$ cat config.mk
export PLATFORM = sky130hd
export DESIGN_NAME = mem_arbiter
export DESIGN_NICKNAME = d
export VERILOG_FILES = /design/src/rtl/mem_pkg.sv /design/src/rtl/mem_arb_fair.sv /design/src/rtl/mem_arbiter.sv
export SDC_FILE = /design/constraint.sdc
export NUM_CORES = 1
export LEC_CHECK = 0
export ABC_AREA = 1
export CAP_MARGIN = 20
export CORE_ASPECT_RATIO = 1.2
export CORE_MARGIN = 2
export CORE_UTILIZATION = 35
export CTS_CLUSTER_SIZE = 14
export DETAILED_ROUTE_END_ITERATION = 12
export GPL_TIMING_DRIVEN = 0
export PLACE_DENSITY = 0.75
export SETUP_SLACK_MARGIN = 0.15
export SYNTH_ARGS = -nofsm -noshare
export SYNTH_HDL_FRONTEND = slang
export SYNTH_SLANG_ARGS = --single-unit
$ cat constraint.sdc
create_clock -name clk -period 1.5 [get_ports clk]
set_input_delay 0.375 -clock clk [delete_from_list [all_inputs] [get_ports clk]]
set_output_delay 0.375 -clock clk [all_outputs]
set_load 0.02 [all_outputs]
$ cat src/rtl/mem_pkg.sv
// Shared constants and types for the instruction/data memory arbiter.
package mem_pkg;

    localparam int unsigned MEM_AW = 7;
    localparam int unsigned MEM_DW = 32;

    // Port identifiers used for the read-response owner
    localparam logic PORT_IF = 1'b0;
    localparam logic PORT_LS = 1'b1;

    typedef enum logic {
        ARB_IDLE = 1'b0,
        ARB_WAIT = 1'b1
    } arb_state_e;

endpackage

$ cat src/rtl/mem_arb_fair.sv
// Winner select with a starvation guard: load/store wins unless fetch has
// waited through MAX_BURST consecutive load/store grants.
module mem_arb_fair
    import mem_pkg::*;
#(
    parameter int unsigned MAX_BURST = 4
) (
    input  logic clk,
    input  logic rst,
    input  logic if_req,
    input  logic ls_req,
    input  logic if_gnt,
    input  logic ls_gnt,
    output logic pick_ls
);

    localparam int unsigned BW = $clog2(MAX_BURST + 1);
    localparam logic [BW-1:0] BURST_MAX = BW'(MAX_BURST);

    logic [BW-1:0] burst_q;
    logic [BW-1:0] burst_d;

    // Count ls grants that overtook a waiting fetch; saturate at the limit
    always_comb begin
        burst_d = burst_q;
        if (!if_req || if_gnt) begin
            burst_d = '0;
        end else if (ls_gnt && (burst_q != BURST_MAX)) begin
            burst_d = burst_q + BW'(1);
        end
    end

    // Burst counter register
    always_ff @(posedge clk) begin
        if (rst) begin
            burst_q <= '0;
        end else begin
            burst_q <= burst_d;
        end
    end

    assign pick_ls = ls_req && !(if_req && (burst_q == BURST_MAX));

endmodule

$ cat src/rtl/mem_arbiter.sv
// Shares one single-port registered-read memory between instruction fetch
// and load/store; one read in flight at a time, stores acked next cycle.
module mem_arbiter
    import mem_pkg::*;
#(
    parameter int unsigned AW        = MEM_AW,
    parameter int unsigned DW        = MEM_DW,
    parameter int unsigned LAT       = 1,
    parameter int unsigned MAX_BURST = 4
) (
    input  logic            clk,
    input  logic            rst,
    input  logic            if_req,
    input  logic [AW-1:0]   if_addr,
    output logic            if_gnt,
    output logic            if_rvalid,
    output logic [DW-1:0]   if_rdata,
    input  logic            ls_req,
    input  logic            ls_we,
    input  logic [DW/8-1:0] ls_be,
    input  logic [AW-1:0]   ls_addr,
    input  logic [DW-1:0]   ls_wdata,
    output logic            ls_gnt,
    output logic            ls_rvalid,
    output logic [DW-1:0]   ls_rdata,
    output logic            mem_en,
    output logic            mem_we,
    output logic [DW/8-1:0] mem_be,
    output logic [AW-1:0]   mem_addr,
    output logic [DW-1:0]   mem_wdata,
    input  logic [DW-1:0]   mem_rdata
);

    localparam int unsigned BEW = DW / 8;
    localparam int unsigned LW  = $clog2(LAT + 1);
    localparam logic [LW-1:0] LAT_INIT = LW'(LAT);

    arb_state_e     state_q, state_d;
    logic           owner_q, owner_d;
    logic [LW-1:0]  lat_q, lat_d;
    logic           if_rvalid_q, if_rvalid_d;
    logic           ls_rvalid_q, ls_rvalid_d;
    logic [DW-1:0]  if_rdata_q, if_rdata_d;
    logic [DW-1:0]  ls_rdata_q, ls_rdata_d;
    logic [AW-1:0]  addr_q, addr_d;
    logic [DW-1:0]  wdata_q, wdata_d;
    logic [BEW-1:0] be_q, be_d;
    logic           accept;
    logic           pick_ls;

    mem_arb_fair #(
        .MAX_BURST (MAX_BURST)
    ) u_fair (
        .clk     (clk),
        .rst     (rst),
        .if_req  (if_req),
        .ls_req  (ls_req),
        .if_gnt  (if_gnt),
        .ls_gnt  (ls_gnt),
        .pick_ls (pick_ls)
    );

    // Next state, grants and memory strobes; address/data hold when idle
    always_comb begin
        state_d     = state_q;
        owner_d     = owner_q;
        lat_d       = lat_q;
        if_rvalid_d = 1'b0;
        ls_rvalid_d = 1'b0;
        if_rdata_d  = if_rdata_q;
        ls_rdata_d  = ls_rdata_q;
        addr_d      = addr_q;
        wdata_d     = wdata_q;
        be_d        = be_q;
        accept      = 1'b0;
        if_gnt      = 1'b0;
        ls_gnt      = 1'b0;
        mem_en      = 1'b0;
        mem_we      = 1'b0;
        mem_be      = be_q;
        mem_addr    = addr_q;
        mem_wdata   = wdata_q;

        case (state_q)
            ARB_IDLE: accept = 1'b1;
            ARB_WAIT: begin
                lat_d = lat_q - LW'(1);
                // Last wait cycle: memory data is valid now, register it
                if (lat_q == LW'(1)) begin
                    state_d = ARB_IDLE;
                    if (owner_q == PORT_LS) begin
                        ls_rvalid_d = 1'b1;
                        ls_rdata_d  = mem_rdata;
                    end else begin
                        if_rvalid_d = 1'b1;
                        if_rdata_d  = mem_rdata;
                    end
                end
            end
        endcase

        if (accept && !rst) begin
            if (pick_ls) begin
                ls_gnt    = 1'b1;
                mem_en    = 1'b1;
                mem_we    = ls_we;
                mem_be    = ls_be;
                mem_addr  = ls_addr;
                mem_wdata = ls_wdata;
                addr_d    = ls_addr;
                wdata_d   = ls_wdata;
                be_d      = ls_be;
                if (ls_we) begin
                    ls_rvalid_d = 1'b1;
                    ls_rdata_d  = '0;
                end else begin
                    state_d = ARB_WAIT;
                    owner_d = PORT_LS;
                    lat_d   = LAT_INIT;
                end
            end else if (if_req) begin
                if_gnt   = 1'b1;
                mem_en   = 1'b1;
                mem_addr = if_addr;
                addr_d   = if_addr;
                state_d  = ARB_WAIT;
                owner_d  = PORT_IF;
                lat_d    = LAT_INIT;
            end
        end

        if (rst) begin
            mem_be    = '0;
            mem_addr  = '0;
            mem_wdata = '0;
        end
    end

    // State and response registers; reset abandons any read in flight
    always_ff @(posedge clk) begin
        if (rst) begin
            state_q     <= ARB_IDLE;
            owner_q     <= PORT_IF;
            lat_q       <= '0;
            if_rvalid_q <= 1'b0;
            ls_rvalid_q <= 1'b0;
            if_rdata_q  <= '0;
            ls_rdata_q  <= '0;
            addr_q      <= '0;
            wdata_q     <= '0;
            be_q        <= '0;
        end else begin
            state_q     <= state_d;
            owner_q     <= owner_d;
            lat_q       <= lat_d;
            if_rvalid_q <= if_rvalid_d;
            ls_rvalid_q <= ls_rvalid_d;
            if_rdata_q  <= if_rdata_d;
            ls_rdata_q  <= ls_rdata_d;
            addr_q      <= addr_d;
            wdata_q     <= wdata_d;
            be_q        <= be_d;
        end
    end

    assign if_rvalid = if_rvalid_q;
    assign if_rdata  = if_rdata_q;
    assign ls_rvalid = ls_rvalid_q;
    assign ls_rdata  = ls_rdata_q;

endmodule

==> results.json, run 1 <==
{
  "yosys.area.top_type_share": 0.525,
  "end_kind": "output port",
  "critPathArrivalTime_ps": 1870,
  "critical_path.max_fanout": 7,
  "yosys.area.top_type": "dfxtp_1",
  "vias": 4896,
  "required_ps": 1120,
  "dp_hpwl_um": 10300,
  "cts_root_buf": "clkbuf_16",
  "rows": 44,
  "dpl_cell_area_um2": 7040,
  "finalWirelength_um": 17000,
  "p_leak_nw": 4.07,
  "final_nets": 938,
  "max_slew_margin": 0.567,
  "finalSetupViolCount": 86,
  "num_antenna_cells": 0,
  "final_cell_area_um2": 8380,
  "drcViolationCount": 0,
  "worst_pin_slew_ps": 650,
  "clk_pin_slew_ps": 50,
  "finClkSkew_ps": 6.46,
  "fmax_mhz": 445,
  "synth_cells": 584,
  "routedWlPerCell_um": 16.6,
  "slew_violations": 0,
  "setup_slack_ps": -746,
  "ant_nets": 0,
  "avgSynthCellArea_um2": 7.51,
  "synth.distinct_cells": 21,
  "grt_pass1_wl_um": 24500,
  "synthesis.area_um2": 4390,
  "stdcell_count": 1022,
  "syn_to_final_growth_pct": 91.0,
  "drtPass1Iterations": 4,
  "fp.dieH_um": 127,
  "core_um2": 12200,
  "period_needed_ps": 2250,
  "hold_slack_ps": 428,
  "track_usage": 0.232,
  "cts_tree": "done",
  "maxCapViolations": 0,
  "cts_buffers": 17,
  "yosysSeqAreaShare": 0.525,
  "start_kind": "flip-flop",
  "clk_path_buf_depth": 2,
  "hold_viol": 0,
  "vias_per_cell": 4.79,
  "critPathKind": "reg2out",
  "async_flop_share": 0,
  "initial_core_util": 0.361,
  "drt_iter0_drc": 213,
  "dp.cells": 944,
  "fin_crit_sh": 1.50,
  "synth_seq_cells": 115,
  "grt_pass1_vias": 4847,
  "grt_remaining_overflow": 0,
  "p_per_area_nw_per_um2": 1090,
  "io_pins": 200,
  "grt_max_degree": 17,
  "yosys_warnings": 0,
  "fin_util": 0.689,
  "clock-sinks": 115,
  "die_w_um": 106,
  "clk_latency_ps": 410,
  "status": "complete, but fails checks",
  "setup_tns_ps": -33160,
  "synth.area.top_cells": "dfxtp_1 (52%), nand2_1 (11%), nor2_1 (10%)",
  "port_buffers": 199,
  "drive_gt1_frac": 0.441,
  "die-area_um2": 13500,
  "violations": "negative setup slack",
  "ir_worst_vdd_mv": 0.805,
  "synth_nets": 674,
  "post-place-ws_ps": -1420,
  "rsz0062_at_grt": "true",
  "ys.flop_type": "dfxtp_1",
  "holdCritPathClass": "in2reg",
  "htreeDepth": 4,
  "power_mw": 9.15,
  "synth-edff-count": 0,
  "gp_congestion": 0.814,
  "antenna_found_initial": 0
}
registers in the layout, summed over array words and instances (netlist names):
signal,count
if_rdata,32
u_fair.burst_q,3
lat_q,1
ls_rvalid,1
owner_q,1
be_q,4
state_q,1
if_rvalid,1
wdata_q,32
addr_q,7
ls_rdata,32
layer usage:
layer	vias to the layer above	wire, um	track usage
met5	-	0	0
met4	0	469	0.101
met3	34	963	0.0565
met2	191	8990	0.415
met1	2310	6550	0.260
li1	2361	-	-
cells in the final DEF (no fill, tap or decap), drive strengths merged:
cell           count
buf              184
nand2            135
nor2             123
dfxtp            115
clkdlybuf4s50     83
o21ai             66
inv               57
nand3             40
clkbuf            29
nand4              8
a21oi              7
bufinv             3
clkinvlp           3
ha                 3
clkinv             3
xor2               1
dlygate4sd2        1
cell type report:
type / instances / area [um^2]
clock buffer: 18 / 439
sequential: 115 / 2310
clock inverter: 14 / 175
timing repair buffer: 245 / 2260
fill: 960 / 3780
tap: 161 / 201
multi-input combinational: 383 / 2410
inverter: 52 / 203
buffer: 34 / 388
logic make-up (layout without fill, tap and decap cells):
| kind of cell | after synthesis | after routing | share of synthesized area |
|---|---|---|---|
| flops | 115 | 115 | 0.525 |
| xor+xnor | 1 | 1 | 0.00200 |
| fa+ha+maj | 3 | 3 | 0.00856 |
| buf+inv | 86 | 363 | 0.0958 |
| compound gates | 73 | 73 | 0.0833 |
| simple gates | 306 | 306 | 0.286 |
path summary, 6_finish.rpt:
check             cells after the start           endpoint  slack, ps               from
setup / recovery                     11          mem_be[1]       -750  u_fair.burst_q[0]
hold / removal                        3  u_fair.burst_q[1]        430             if_req
setup reg to reg                     12       ls_rdata[23]       -140  u_fair.burst_q[0]
hold reg to reg                       2        wdata_q[10]        480        wdata_q[10]
critical path, stage by stage, from the launching register on:
cell and delay [ps]:
dfxtp_2 320, inv_2 70, ha_4 150, nand3_4 100, nand3_4 120, inv_4 50, buf_12 140, buf_12 130
buf_16 130, nand2_4 60, nand2_4 50, buf_6 120
cells in the mapped netlist (3+ instances only):
library cell and count:
buf_4 4, inv_1 48, nand2_2 4, nand2_1 131, buf_2 12, dfxtp_1 115, a21oi_1 7, nand4_1 8
nor2_1 119, o21ai_1 31, ha_1 3, nand3_1 39, o21ai_0 35, buf_1 4, buf_6 9, inv_2 4
clkbuf_1 5
power by group:
part,switching [mW],internal (mW)
registers,0.0767,3.21
clock network,1.53,2.68
logic,0.831,0.829
total,2.44,6.71
timing repair:
action | in CTS | in global routing
pin swaps | 9 | 7
gates cloned | 5 | 3
hold buffers | 0 | 0
buffers inserted | 23 | 15
gates resized for setup | 595 | 112
endpoints found under the setup margin | 227 | 150
(Power assumes the default switching activity.)
==> run 2: changes to the inputs <==
- SLEW_MARGIN: default -> 25
==> results of run 2 <==
Final layout, timing and power as in run 1 (identical DEF).
==> run 3: changes to the inputs <==
- CORE_ASPECT_RATIO: 1.2 -> default
==> run 3 against run 2 <==
Against the previous run: the run still ends with negative setup slack left; sequential cell count is the same; critical path depth fell by 1; non-clock buffer count decreased by 9; wire length is 8.9% lower; via count down 3.0%; first-iteration DRC count grew 18%; cell area fell by 1.6%; critical path type unchanged; largest power group unchanged.
==> results.json, run 3 (synthesis results as in run 1) <==
{
  "htreeDepth": 4,
  "crit_slowest_cell": "dfxtp_2",
  "drtPass1Iterations": 4,
  "final_cell_mix": "dfxtp_1 (112), nor2_1 (91), clkdlybuf4s50_1 (83), buf_2 (76), nand2_1 (64)",
  "gp_congestion": 0.761,
  "syn_to_final_growth_pct": 88.1,
  "initial_core_util": 0.362,
  "holdCritPathClass": "reg2reg",
  "slowest_delay_ps": 330,
  "hold-path-cell-count": 2,
  "r2r_cells": 13,
  "grt_pass1_vias": 4785,
  "worst-r2r-setup-slack_ps": -190,
  "finClkSkew_ps": 8.85,
  "required_ps": 1120,
  "drt_iter0_drc": 251,
  "path_cells": "inv_2, ha_4, nand3_4, nand3_4, inv_6, buf_16, clkbuf_16, nand2_2, nand2_2, buf_6",
  "antenna_found_initial": 0,
  "cts_buffers": 17,
  "end_kind": "output port",
  "p_leak_nw": 3.96,
  "slew_violations": 0,
  "setup_slack_ps": -666,
  "die_w_um": 116,
  "status": "complete, but fails checks",
  "dp_hpwl_um": 10300,
  "critical_path.max_fanout": 7,
  "grt_pass1_wl_um": 23200,
  "power_frac_seq": 0.360,
  "die-area_um2": 13400,
  "cts_tree": "done",
  "critPathArrivalTime_ps": 1790,
  "worst_pin_slew_ps": 625,
  "start_kind": "flip-flop",
  "p_clk_frac": 0.465,
  "track_usage": 0.223,
  "hold_viol": 0,
  "vias_per_cell": 4.66,
  "port_buffers": 199,
  "holdPathEnd": "wdata_q[31]",
  "post-place-ws_ps": -1440,
  "final_nets": 929,
  "finalWirelength_um": 15500,
  "clk_pin_slew_ps": 50,
  "clk_path_buf_depth": 2,
  "max_slew_margin": 0.583,
  "p_per_area_nw_per_um2": 1100,
  "fmax_mhz": 462,
  "fin_util": 0.681,
  "r2r-end": "ls_rdata[8]",
  "final_common_cell": "dfxtp_1",
  "ant_nets": 0,
  "num_antenna_cells": 0,
  "hold_buffers": 0,
  "io_pins": 200,
  "internal_power_mw": 6.80,
  "fin_crit_sh": 1.44,
  "routedWlPerCell_um": 15.2,
  "rr_startpoint": "u_fair.burst_q[0]",
  "drcViolationCount": 0,
  "violations": "negative setup slack",
  "drive_gt1_frac": 0.420,
  "rows": 40,
  "critPathKind": "reg2out",
  "period_needed_ps": 2170,
  "clock-sinks": 115,
  "maxCapViolations": 0,
  "cts_root_buf": "clkbuf_16",
  "rsz0062_at_grt": "true",
  "core_um2": 12100,
  "vias": 4748,
  "swShare": 0.252,
  "grt_max_degree": 17,
  "p_comb_frac": 0.174,
  "grt_remaining_overflow": 0,
  "switchingPower_mw": 2.29,
  "clk_latency_ps": 410,
  "finalSetupViolCount": 78,
  "min_from": "wdata_q[31]",
  "ir_worst_vdd_mv": 0.688,
  "fp.dieH_um": 116
}
-- run 3: changes by cell type in the layout (fill, tap and decap cells not counted), moves of 3 or more --
cell | previous run | this run
a21oi_1 | 2 | 5
a21oi_2 | 5 | 2
buf_2 | 72 | 76
buf_4 | 23 | 19
buf_6 | 73 | 61
buf_8 | 3 | 8
clkbuf_2 | 4 | 1
inv_6 | 5 | 1
nand2_1 | 60 | 64
nand2_4 | 48 | 45
nor2_1 | 88 | 91
nor2_2 | 30 | 23
nor2_4 | 5 | 9
-- run 3: layout make-up --
class,instances,area (um^2)
Sequential cell,115,2310
Tap cell,168,210
Fill cell,976,3860
Timing Repair Buffer,236,2200
Buffer,34,337
Inverter,52,203
Multi-Input combinational cell,383,2370
Clock buffer,18,439
Clock inverter,13,185
-- run 3: timing repair --
action / 4_1_cts / 5_1_grt
setup buffers: 15 / 14
gates resized for setup: 595 / 78
pin swaps: 4 / 9
setup endpoints to repair: 223 / 135
cloned: 6 / 2
-- run 3: worst max path at each step --
| stage | end | cells past startpoint | from |
|---|---|---|---|
| floorplan | mem_addr[1] | 9 | u_fair.burst_q[1] |
| global placement | mem_wdata[13] | 6 | rst |
| detailed placement | mem_wdata[7] | 6 | rst |
| CTS | mem_addr[3] | 10 | u_fair.burst_q[0] |
| global route | mem_wdata[6] | 10 | u_fair.burst_q[0] |
| finish | mem_wdata[6] | 10 | u_fair.burst_q[0] |
-- run 3: routing by layer --
metal / GRT usage / share of wire
met5: 0 / 0
met4: 0.0992 / 0.028
met3: 0.0680 / 0.059
met2: 0.389 / 0.52
met1: 0.250 / 0.40
-- run 3: stage by stage --
stage	setup TNS, ps	cells	total power, mW	hold slack, ps	instance area, um^2
after floorplan	-2530	584	3.97	450	4850
after detailed placement	-110590	951	4.63	463	7050
final	-32810	1019	9.10	470	8250
after global routing	-39560	1019	9.43	498	8250
after CTS	-30970	1003	9.02	470	7810
after global placement	-108540	951	4.60	462	7050
-- run 3: worst max-delay path: cells and delay by family (launching register included) --
family                   cells  cell delay, ps
buffers and inverters        5             560
adder cells (fa/ha/maj)      1             160
AND/OR/NAND/NOR              4             330
flip-flops                   1             330
-- run 3: power by group through the flow --
stage	clock network, mW	registers [mW]	logic [mW]
after floorplan	0	3.38	0.583
after global placement	0	3.33	1.27
after detailed placement	0	3.34	1.29
after global routing	4.46	3.29	1.68
final	4.23	3.28	1.58
after CTS	4.30	3.27	1.44
